### config.mk
export PLATFORM = sky130hd
export DESIGN_NAME = mem_port_arbiter_flat
export DESIGN_NICKNAME = d
export VERILOG_FILES = /design/src/rtl/mem_port_arbiter_if.sv /design/src/rtl/mem_port_arbiter.sv /design/src/flat_wrapper.sv
export SDC_FILE = /design/constraint.sdc
export NUM_CORES = 1
export LEC_CHECK = 0
export CORE_MARGIN = 2
export CORE_UTILIZATION = 39
export DETAILED_ROUTE_END_ITERATION = 8
export GPL_TIMING_DRIVEN = 0
export PLACE_DENSITY = 0.89
export SLEW_MARGIN = 20
export SYNTH_ARGS = -nofsm -noshare
export SYNTH_HDL_FRONTEND = slang
export SYNTH_SLANG_ARGS = --single-unit
### constraint.sdc
create_clock -name clk -period 2.3 [get_ports clk]
set_input_delay 0.575 -clock clk [delete_from_list [all_inputs] [get_ports clk]]
set_output_delay 0.575 -clock clk [all_outputs]
set_load 0.005 [all_outputs]
### src/rtl/mem_port_arbiter_if.sv
// Avalon-MM master bus between the arbiter and the system interconnect.
// Handshake: a command (read or write) is accepted on the first rising edge where
// i_m_waitrequest is low; all command fields stay frozen until then. Read data is
// qualified by i_m_readdatavalid alone and may arrive with gaps.
interface mem_port_arbiter_if #(
    parameter int WORD_BITS  = 32,
    parameter int ADDR_BITS  = 32,
    parameter int BURST_BITS = 4
);
    logic [ADDR_BITS-1:0]  o_m_address;
    logic                  o_m_read;
    logic                  o_m_write;
    logic [WORD_BITS-1:0]  o_m_writedata;
    logic [BURST_BITS-1:0] o_m_burstcount;
    logic                  i_m_waitrequest;
    logic [WORD_BITS-1:0]  i_m_readdata;
    logic                  i_m_readdatavalid;

    modport master (
        output o_m_address, o_m_read, o_m_write, o_m_writedata, o_m_burstcount,
        input  i_m_waitrequest, i_m_readdata, i_m_readdatavalid
    );

    modport slave (
        input  o_m_address, o_m_read, o_m_write, o_m_writedata, o_m_burstcount,
        output i_m_waitrequest, i_m_readdata, i_m_readdatavalid
    );
endinterface

### src/rtl/mem_port_arbiter.sv
// Round-robin arbiter sharing one Avalon-MM master between the instruction-fetch
// burst path and the single-word load/store path.
module mem_port_arbiter #(
    parameter int WORD_BITS    = 32,
    parameter int ADDR_BITS    = 32,
    parameter int BURST_LENGTH = 8,
    parameter int BURST_BITS   = 4
) (
    input  logic                 clk,
    input  logic                 rst,
    input  logic                 i_f_req,
    input  logic [ADDR_BITS-1:0] i_f_addr,
    output logic                 o_f_grant,
    output logic [WORD_BITS-1:0] o_f_data,
    output logic                 o_f_valid,
    output logic                 o_f_done,
    input  logic                 i_ls_read,
    input  logic                 i_ls_write,
    input  logic [ADDR_BITS-1:0] i_ls_addr,
    input  logic [WORD_BITS-1:0] i_ls_wdata,
    output logic                 o_ls_grant,
    output logic [WORD_BITS-1:0] o_ls_rdata,
    output logic                 o_read_mem_complete,
    output logic                 o_write_mem_complete,
    mem_port_arbiter_if.master   m_bus,
    output logic [2:0]           o_dbg_state
);

    typedef enum logic [2:0] {
        S_IDLE       = 3'd0,
        S_F_CMD      = 3'd1,
        S_F_DATA     = 3'd2,
        S_LS_RD_CMD  = 3'd3,
        S_LS_RD_DATA = 3'd4,
        S_LS_WR      = 3'd5,
        S_DONE       = 3'd6
    } state_t;

    localparam logic [BURST_BITS-1:0] LP_BLEN = BURST_BITS'(BURST_LENGTH);
    localparam logic [BURST_BITS-1:0] LP_LAST = BURST_BITS'(BURST_LENGTH - 1);

    state_t                r_state;
    logic                  r_f_req;
    logic                  r_ls_read;
    logic                  r_ls_write;
    logic                  r_last_ls;
    logic                  r_served_ls;
    logic [BURST_BITS-1:0] r_beat_cnt;
    logic [ADDR_BITS-1:0]  r_m_address;
    logic                  r_m_read;
    logic                  r_m_write;
    logic [WORD_BITS-1:0]  r_m_writedata;
    logic [BURST_BITS-1:0] r_m_burstcount;
    logic                  r_f_grant;
    logic                  r_ls_grant;
    logic [WORD_BITS-1:0]  r_ls_rdata;
    logic                  r_read_complete;
    logic                  r_write_complete;

    logic w_ls_pend;
    logic w_pick_f;
    logic w_f_valid;
    logic w_f_last;

    assign w_ls_pend = r_ls_read | r_ls_write;
    // Fetch wins when alone, or when both are pending and load/store went last.
    assign w_pick_f  = r_f_req & (~w_ls_pend | r_last_ls);
    assign w_f_valid = (r_state == S_F_DATA) & m_bus.i_m_readdatavalid;
    assign w_f_last  = w_f_valid & (r_beat_cnt == LP_LAST);

    always_ff @(posedge clk or negedge rst) begin
        if (!rst) begin
            r_state          <= S_IDLE;
            r_f_req          <= 1'b0;
            r_ls_read        <= 1'b0;
            r_ls_write       <= 1'b0;
            r_last_ls        <= 1'b1;
            r_served_ls      <= 1'b0;
            r_beat_cnt       <= '0;
            r_m_address      <= '0;
            r_m_read         <= 1'b0;
            r_m_write        <= 1'b0;
            r_m_writedata    <= '0;
            r_m_burstcount   <= '0;
            r_f_grant        <= 1'b0;
            r_ls_grant       <= 1'b0;
            r_ls_rdata       <= '0;
            r_read_complete  <= 1'b0;
            r_write_complete <= 1'b0;
        end else begin
            r_f_req          <= i_f_req;
            r_ls_read        <= i_ls_read;
            r_ls_write       <= i_ls_write;
            r_read_complete  <= 1'b0;
            r_write_complete <= 1'b0;

            case (r_state)
                S_IDLE: begin
                    if (w_pick_f) begin
                        r_m_address    <= i_f_addr;
                        r_m_read       <= 1'b1;
                        r_m_burstcount <= LP_BLEN;
                        r_f_grant      <= 1'b1;
                        r_served_ls    <= 1'b0;
                        r_state        <= S_F_CMD;
                    end else if (w_ls_pend) begin
                        r_m_address    <= i_ls_addr;
                        r_m_burstcount <= BURST_BITS'(1);
                        r_ls_grant     <= 1'b1;
                        r_served_ls    <= 1'b1;
                        if (r_ls_write) begin
                            r_m_write     <= 1'b1;
                            r_m_writedata <= i_ls_wdata;
                            r_state       <= S_LS_WR;
                        end else begin
                            r_m_read <= 1'b1;
                            r_state  <= S_LS_RD_CMD;
                        end
                    end
                end

                S_F_CMD: begin
                    if (!m_bus.i_m_waitrequest) begin
                        r_m_read <= 1'b0;
                        r_state  <= S_F_DATA;
                    end
                end

                S_F_DATA: begin
                    if (w_f_last) begin
                        r_beat_cnt <= '0;
                        r_f_grant  <= 1'b0;
                        r_state    <= S_DONE;
                    end else if (w_f_valid) begin
                        r_beat_cnt <= r_beat_cnt + BURST_BITS'(1);
                    end
                end

                S_LS_RD_CMD: begin
                    if (!m_bus.i_m_waitrequest) begin
                        r_m_read <= 1'b0;
                        r_state  <= S_LS_RD_DATA;
                    end
                end

                S_LS_RD_DATA: begin
                    if (m_bus.i_m_readdatavalid) begin
                        r_ls_rdata      <= m_bus.i_m_readdata;
                        r_read_complete <= 1'b1;
                        r_ls_grant      <= 1'b0;
                        r_state         <= S_DONE;
                    end
                end

                S_LS_WR: begin
                    if (!m_bus.i_m_waitrequest) begin
                        r_m_write        <= 1'b0;
                        r_write_complete <= 1'b1;
                        r_ls_grant       <= 1'b0;
                        r_state          <= S_DONE;
                    end
                end

                S_DONE: begin
                    // The requester may still be holding its level this cycle; forget
                    // the served side so a finished request is never replayed.
                    r_last_ls <= r_served_ls;
                    if (r_served_ls) begin
                        r_ls_read  <= 1'b0;
                        r_ls_write <= 1'b0;
                    end else begin
                        r_f_req <= 1'b0;
                    end
                    r_state <= S_IDLE;
                end

                default: r_state <= S_IDLE;
            endcase
        end
    end

    assign m_bus.o_m_address    = r_m_address;
    assign m_bus.o_m_read       = r_m_read;
    assign m_bus.o_m_write      = r_m_write;
    assign m_bus.o_m_writedata  = r_m_writedata;
    assign m_bus.o_m_burstcount = r_m_burstcount;

    assign o_f_grant            = r_f_grant;
    assign o_f_valid            = w_f_valid;
    assign o_f_data             = w_f_valid ? m_bus.i_m_readdata : '0;
    assign o_f_done             = w_f_last;
    assign o_ls_grant           = r_ls_grant;
    assign o_ls_rdata           = r_ls_rdata;
    assign o_read_mem_complete  = r_read_complete;
    assign o_write_mem_complete = r_write_complete;
    assign o_dbg_state          = r_state;

endmodule
### src/flat_wrapper.sv
// flat-port wrapper written by rule: the top's interface ports become plain ports
module mem_port_arbiter_flat 
#(
    parameter int WORD_BITS    = 32,
    parameter int ADDR_BITS    = 32,
    parameter int BURST_LENGTH = 8,
    parameter int BURST_BITS   = 4
)
  (clk, rst, i_f_req, i_f_addr, o_f_grant, o_f_data, o_f_valid, o_f_done, i_ls_read, i_ls_write, i_ls_addr, i_ls_wdata, o_ls_grant, o_ls_rdata, o_read_mem_complete, o_write_mem_complete, o_dbg_state, m_bus_o_m_address, m_bus_o_m_read, m_bus_o_m_write, m_bus_o_m_writedata, m_bus_o_m_burstcount, m_bus_i_m_waitrequest, m_bus_i_m_readdata, m_bus_i_m_readdatavalid);
  mem_port_arbiter_if #(.WORD_BITS(WORD_BITS), .ADDR_BITS(ADDR_BITS), .BURST_BITS(BURST_BITS)) m_bus_i ();
  input  logic clk;
  input  logic rst;
  input  logic i_f_req;
  input  logic [ADDR_BITS-1:0] i_f_addr;
  output logic o_f_grant;
  output logic [WORD_BITS-1:0] o_f_data;
  output logic o_f_valid;
  output logic o_f_done;
  input  logic i_ls_read;
  input  logic i_ls_write;
  input  logic [ADDR_BITS-1:0] i_ls_addr;
  input  logic [WORD_BITS-1:0] i_ls_wdata;
  output logic o_ls_grant;
  output logic [WORD_BITS-1:0] o_ls_rdata;
  output logic o_read_mem_complete;
  output logic o_write_mem_complete;
  output logic [2:0] o_dbg_state;
  output wire logic [$bits(m_bus_i.o_m_address)-1:0] m_bus_o_m_address;
  output wire logic [$bits(m_bus_i.o_m_read)-1:0] m_bus_o_m_read;
  output wire logic [$bits(m_bus_i.o_m_write)-1:0] m_bus_o_m_write;
  output wire logic [$bits(m_bus_i.o_m_writedata)-1:0] m_bus_o_m_writedata;
  output wire logic [$bits(m_bus_i.o_m_burstcount)-1:0] m_bus_o_m_burstcount;
  input wire logic [$bits(m_bus_i.i_m_waitrequest)-1:0] m_bus_i_m_waitrequest;
  input wire logic [$bits(m_bus_i.i_m_readdata)-1:0] m_bus_i_m_readdata;
  input wire logic [$bits(m_bus_i.i_m_readdatavalid)-1:0] m_bus_i_m_readdatavalid;
  assign m_bus_o_m_address = m_bus_i.o_m_address;
  assign m_bus_o_m_read = m_bus_i.o_m_read;
  assign m_bus_o_m_write = m_bus_i.o_m_write;
  assign m_bus_o_m_writedata = m_bus_i.o_m_writedata;
  assign m_bus_o_m_burstcount = m_bus_i.o_m_burstcount;
  assign m_bus_i.i_m_waitrequest = m_bus_i_m_waitrequest;
  assign m_bus_i.i_m_readdata = m_bus_i_m_readdata;
  assign m_bus_i.i_m_readdatavalid = m_bus_i_m_readdatavalid;
  mem_port_arbiter #(.WORD_BITS(WORD_BITS), .ADDR_BITS(ADDR_BITS), .BURST_LENGTH(BURST_LENGTH), .BURST_BITS(BURST_BITS)) u_core (.clk(clk), .rst(rst), .i_f_req(i_f_req), .i_f_addr(i_f_addr), .o_f_grant(o_f_grant), .o_f_data(o_f_data), .o_f_valid(o_f_valid), .o_f_done(o_f_done), .i_ls_read(i_ls_read), .i_ls_write(i_ls_write), .i_ls_addr(i_ls_addr), .i_ls_wdata(i_ls_wdata), .o_ls_grant(o_ls_grant), .o_ls_rdata(o_ls_rdata), .o_read_mem_complete(o_read_mem_complete), .o_write_mem_complete(o_write_mem_complete), .m_bus(m_bus_i), .o_dbg_state(o_dbg_state));
endmodule
==> out/metrics.yaml, run 1 <==
end_kind: "output pin"
grt_max_degree: 60
coreArea_sq_um: 12800
synth_top_area_cell: "dfrtp_1"
vias: 4959
grt_pass1_wl_um: 27000
dp_hpwl_um: 12700
fin_crit_sh_pct: 103
via_per_inst: 5.23
reg2reg_to: "u_core.o_ls_grant$_DFFE_PN0P_"
numCtsBuffers: 17
synth.area.top_cells: "dfrtp_1, mux2_2, and2_1, a31oi_1, o21ai_0"
drv_slew: 0
cts_hold_buf: 0
synthArstFlopShare_pct: 100
hold_path.class: "input port to asynchronous set/reset pin"
share_comb_of_total_power_pct: 46.6
p_switching_mw: 3.53
dp_slack_ps: -832
critical_path.n_buffers_inverters: 5
htreeDepth: 4
antenna_found_initial: 0
utilization_pct: 69.8
floorplan.initialDensity_pct: 40.3
worst_path_most_repeated_cell: "buf_6"
cts_max_path_buffers: 2
syn_inst: 444
fin_area_sq_um: 8910
rsz0062_at_grt: "yes"
rows: 41
ys_ff_latch: 115
syn2layout_area_growth_pct: 73.2
antenna_cells: 0
synth_area_sq_um: 5140
synth-edff-count: 0
ys_seq_area_share_pct: 56.0
gp_congestion: 0.858
dieArea_sq_um: 14100
route.detailed.wl_per_inst_um: 18.3
p_sw_share_pct: 31.0
cts.sink_count: 115
drive_above_1_share_pct: 26.7
port_buffers: 275
reg2reg_from: "u_core.o_dbg_state[2]$_DFFE_PN0P_"
crit_family: "buffers and inverters"
dpl.cell_count: 893
slowest_stage: "dfrtp_2"
worstPathCellList: "and4bb_2 -> buf_6 -> buf_6 -> buf_6 -> buf_6 -> and2_4 -> buf_6"
final_cells: 948
path_class: "register to output pin"
violations: "negative setup slack"
clkLatencyLatePin_ps: 410
power_density_nw_per_um2: 1280
yosysWarnings: 0
p_clk_share_pct: 21.8
postRouteAntennaNets: 0
synth_area_per_cell_sq_um: 11.6
hold_viol_final: 0
status: "finished, violations left"
cp_data_arrival_time_ps: 1780
drt-pass1-iter-count: 5
dpl-instance-area_sq_um: 8150
power.leakage_nw: 3.76
drt_iter0_drc: 300
fin_crit_ps: 2360
crit_fanout: 5
clk_pin_slew_ps: 50
ios: 278
fillers: 926
cts_tree: "built"
postLayoutSetupSlackWorst_ps: -58.1
r2r_slack_ps: 180
routed_wl_um: 17400
fp.dieH_um: 119
synth_commonest_cells: "dfrtp_1, mux2_2, o21ai_0"
grt_pass1_vias: 5146
p_int_mw: 7.85
fin_tns_setup_ps: -112
nNetsFinal: 899
drc: 0
maxCapViolations: 0
synthDistinctLibCells: 45
worstMarginPinSlew_ps: 547
critical_path_required_ps: 1730
fmax_ghz: 0.424
fp.dieW_um: 119
start_kind: "register"
overflow: 0
setup_viol: 11
cpPeakStageDelay_ps: 400
relSlewSlack_pct: 63.5
p_seq_share_pct: 31.6
ir_worst_vdd_mv: 0.734
cts-root-buf: "clkbuf_16"
yosys_most_used_dff: "dfrtp_1"
track_usage_pct: 24.6
yosysTopAreaCellShare_pct: 55.4
synth_most_common_cell: "dfrtp_1"
ff2ff_path_depth: 8
fin_skew_ps: 7.72
through the flow:
stage	total power, mW	hold slack [ps]
after CTS	11.4	139
final	11.4	116
after global placement	8.42	465
after floorplan	5.68	279
after detailed placement	8.64	477
after global routing	12.0	158
layer usage:
layer / vias to the layer above / part of all wire, % / track usage (%)
li1: 2234 / - / -
met1: 2398 / 35 / 25.6
met2: 279 / 52 / 43.7
met3: 48 / 9.3 / 8.91
met4: 0 / 3.6 / 12.1
met5: - / 0 / 0
worst max path at each step:
stage | end | cells after the start | startpoint
global placement | u_core.o_ls_rdata[9]$_DFFE_PN0P_ | 1 | rst
global route | o_f_data[22] | 7 | u_core.o_dbg_state[2]$_DFFE_PN0P_
detailed placement | o_f_data[16] | 6 | m_bus_i_m_readdatavalid
finish | o_f_data[22] | 7 | u_core.o_dbg_state[2]$_DFFE_PN0P_
CTS | o_f_data[16] | 7 | u_core.o_dbg_state[1]$_DFFE_PN0P_
floorplan | o_f_data[10] | 5 | u_core.o_dbg_state[2]$_DFFE_PN0P_
worst reg2reg max path: stages (launching register included):
cell and delay (ps):
dfrtp_2 400, buf_4 130, buf_4 160, buf_4 160, nor3_4 270, buf_2 280, buf_2 280, o21ai_0 170
o22ai_1 170
timing repair:
action / in CTS / in global routing
endpoints found under the hold margin: 0 / 0
setup endpoints to repair: 34 / 33
pin swaps: 12 / 2
gates resized for setup: 168 / 12
cloned: 1 / 0
setup buffers: 20 / 6
cell usage in the layout (no fill, tap or decap), drive strengths merged, types with 3 or more instances in the layout:
master         instances
clkdlybuf4s50        238
a21oi                 33
nor2                   5
clkbuf                43
a31oi                 32
dfrtp                114
nor3                   3
inv                    4
mux2                  67
nand3                 34
buf                   79
nand2b                 6
and2                  35
clkinv                 8
nand2                  7
o21ai                 35
power groups by stage:
stage          clock network [mW]  logic (mW)  registers (mW)
3_5_place_dp                    0        5.04            3.60
2_1_floorplan                   0        2.08            3.60
6_report                     2.48        5.30            3.59
5_1_grt                      2.63        5.69            3.71
3_3_place_gp                    0        4.87            3.55
4_1_cts                      2.51        5.28            3.58
final cells by class:
| type | count | area (sq um) | area share [%] |
|---|---|---|---|
| repair buffers | 302 | 2920 | 32.8 |
| flip-flops and latches | 115 | 2880 | 32.3 |
| multi-input cells | 284 | 2060 | 23.2 |
| clock buffers | 22 | 484 | 5.43 |
| plain buffers | 39 | 250 | 2.81 |
| well taps | 172 | 215 | 2.41 |
| clock inverters | 10 | 81.3 | 0.913 |
| inverters | 4 | 15.0 | 0.168 |
sequential cells by signal (all words and copies together), names as in the netlist, 2 cells and up:
signal / count
u_core.m_bus.o_m_address: 32
u_core.m_bus.o_m_writedata: 32
u_core.o_ls_rdata: 32
u_core.m_bus.o_m_burstcount: 2
u_core.o_dbg_state: 3
u_core.r_beat_cnt: 4
kinds of logic after synthesis:
| logic type | count (synthesis) | share of synthesized area [%] |
|---|---|---|
| AO/OA/AOI/OAI | 117 | 13.3 |
| XOR/XNOR | 1 | 0.170 |
| adder cells (fa/ha/maj) | 1 | 0.243 |
| buffers and inverters | 46 | 4.81 |
| flip-flops | 115 | 56.0 |
| multiplexers | 67 | 14.7 |
| other | 1 | 0.0729 |
| AND/OR/NAND/NOR | 96 | 10.8 |
(Power assumes the default switching activity.)
==> inputs of run 2 (changes only) <==
Settings changed: CELL_PAD_IN_SITES_DETAIL_PLACEMENT set to 1, CELL_PAD_IN_SITES_GLOBAL_PLACEMENT set to 1, CORE_UTILIZATION 39 to 29, PLACE_DENSITY 0.89 to 0.9.
==> out/metrics.yaml, run 2 (synthesis gave the netlist of run 1 again) <==
status: "finished, violations left"
violations: "negative setup slack"
routed_wl_um: 20600  # +19%
hold_viol_final: 0  # unchanged
p_total_mw: 11.8  # +3.3%
fin_crit_sh_pct: 103  # about the same
drc: 0  # unchanged
drt_iter0_drc: 137  # -54%
crit_fanout: 7  # +2
power.leakage_nw: 3.75  # -0.30%
final_common_cell: "clkdlybuf4s50_1"
overflow: 0  # unchanged
regArea_sq_um: 2880  # unchanged
path_class: "register to output pin"
htreeDepth: 4  # unchanged
via_per_inst: 4.89  # -6.5%
cts_max_path_buffers: 2  # unchanged
worstMarginPinSlew_ps: 568  # +20.9 ps
numCtsBuffers: 17  # unchanged
end_kind: "output pin"
fin_area_sq_um: 9080  # +1.9%
clkLatencyLatePin_ps: 410  # about the same
vias: 4850  # -2.2%
fin_skew_ps: 7.01  # -0.712 ps
r2r_slack_ps: 260  # +80 ps
fp.dieH_um: 137  # +15%
antenna_found_initial: 0  # unchanged
grt_pass1_wl_um: 29400  # +8.9%
critical_path_required_ps: 1730  # about the same
gp_congestion: 0.813  # -5.2%
drv_slew: 0  # unchanged
cts-root-buf: "clkbuf_16"
antenna_cells: 0  # unchanged
reg2reg_from: "u_core.o_dbg_state[2]$_DFFE_PN0P_"
rsz0062_at_grt: "yes"
fin_crit_ps: 2360  # +1.39 ps
syn2layout_area_growth_pct: 76.6
reg2reg_to: "u_core.m_bus.o_m_writedata[19]$_DFFE_PN0P_"
ios: 278  # unchanged
fillers: 1830  # +98%
start_kind: "register"
route.detailed.wl_per_inst_um: 20.8  # +13%
dieArea_sq_um: 18800  # +33%
ir_worst_vdd_mv: 0.555  # -24%
fmax_ghz: 0.424  # about the same
multiInputGateArea_sq_um: 2100  # +1.6%
setup_viol: 16  # +5
final_cell_mix: "clkdlybuf4s50_1, dfrtp_1, mux2_2"
track_usage_pct: 20.8  # -3.8 points
grt_pass1_vias: 5213  # +1.3%
cp_data_arrival_time_ps: 1780  # about the same
postLayoutSetupSlackWorst_ps: -59.4  # -1.39 ps
dp_slack_ps: -918  # -86.4 ps
fin_tns_setup_ps: -700  # -587 ps
drive_above_1_share_pct: 27.4  # +0.70 points
rows: 48  # +17%
hold_path.class: "input port to asynchronous set/reset pin"
port_buffers: 275  # unchanged
maxCapViolations: 0  # unchanged
floorplan.initialDensity_pct: 29.7  # -11 points
relSlewSlack_pct: 62.1  # -1.4 points
coreArea_sq_um: 17300  # +35%
drt-pass1-iter-count: 4  # -1
dp_hpwl_um: 14700  # +16%
fp.dieW_um: 137  # +15%
power_density_nw_per_um2: 1290  # +1.4%
nNetsFinal: 890  # -1.0%
clk_pin_slew_ps: 60  # about the same
dpl-instance-area_sq_um: 8210  # +0.81%
ff2ff_path_depth: 5  # -3
postRouteAntennaNets: 0  # unchanged
grt_max_degree: 60  # unchanged
cts.sink_count: 115  # unchanged
cts_tree: "built"
cts_hold_buf: 0  # unchanged
run 2: what timing repair did:
| item | CTS | global route |
|---|---|---|
| gates resized for setup | 181 | 33 |
| setup endpoints to repair | 34 | 33 |
| pin swaps | 3 | 2 |
| setup buffers | 15 | 0 |
| gates cloned | 3 | 0 |
run 2: layout make-up:
| class | instances | area share (%) |
|---|---|---|
| repair buffers | 293 | 32.4 |
| flip-flops and latches | 115 | 31.7 |
| multi-input cells | 284 | 23.1 |
| clock buffers | 19 | 4.88 |
| well taps | 225 | 3.10 |
| plain buffers | 39 | 2.86 |
| clock inverters | 13 | 1.75 |
| inverters | 4 | 0.165 |
run 2: per-stage QoR:
stage | hold slack (ps) | util [%] | std cells
floorplan | 279 | - | 445
global placement | 474 | 47.3 | 945
detailed placement | 474 | 47.5 | 946
CTS | 137 | 51.9 | 994
global route | 164 | 52.5 | 992
finish | 123 | 52.5 | 992
run 2: per-layer routing:
metal	share of wire, %	vias to the layer above	track usage (%)
met1	35	2388	21.2
met5	0	-	0
met4	1.6	0	6.82
li1	-	2215	-
met2	53	224	38.2
met3	10	23	8.72
run 2: how the worst max path moves through the flow:
stage / start / endpoint / slack [ps]
2_1_floorplan: u_core.o_dbg_state[2]$_DFFE_PN0P_ / o_f_data[10] / 340
3_3_place_gp: rst / u_core.o_ls_rdata[13]$_DFFE_PN0P_ / -4030
3_5_place_dp: m_bus_i_m_readdatavalid / o_f_data[15] / -920
4_1_cts: u_core.o_dbg_state[1]$_DFFE_PN0P_ / o_f_data[24] / -130
5_1_grt: u_core.o_dbg_state[0]$_DFFE_PN0P_ / o_f_data[27] / -120
6_report: u_core.o_dbg_state[2]$_DFFE_PN0P_ / o_f_data[8] / -60
run 2: worst max-delay path, stage by stage (launching register included):
cell and delay [ps]:
dfrtp_2 400, and4bb_2 340, buf_8 160, clkbuf_8 150
buf_6 100, and2_4 140, buf_6 80
run 2: where the power goes:
group / leakage, nW / switching [mW] / internal (mW)
Sequential: 1.33 / 0.566 / 3.02
Clock: 0.289 / 0.969 / 1.73
Combinational: 2.13 / 2.21 / 3.26
Total: 3.75 / 3.74 / 8.01
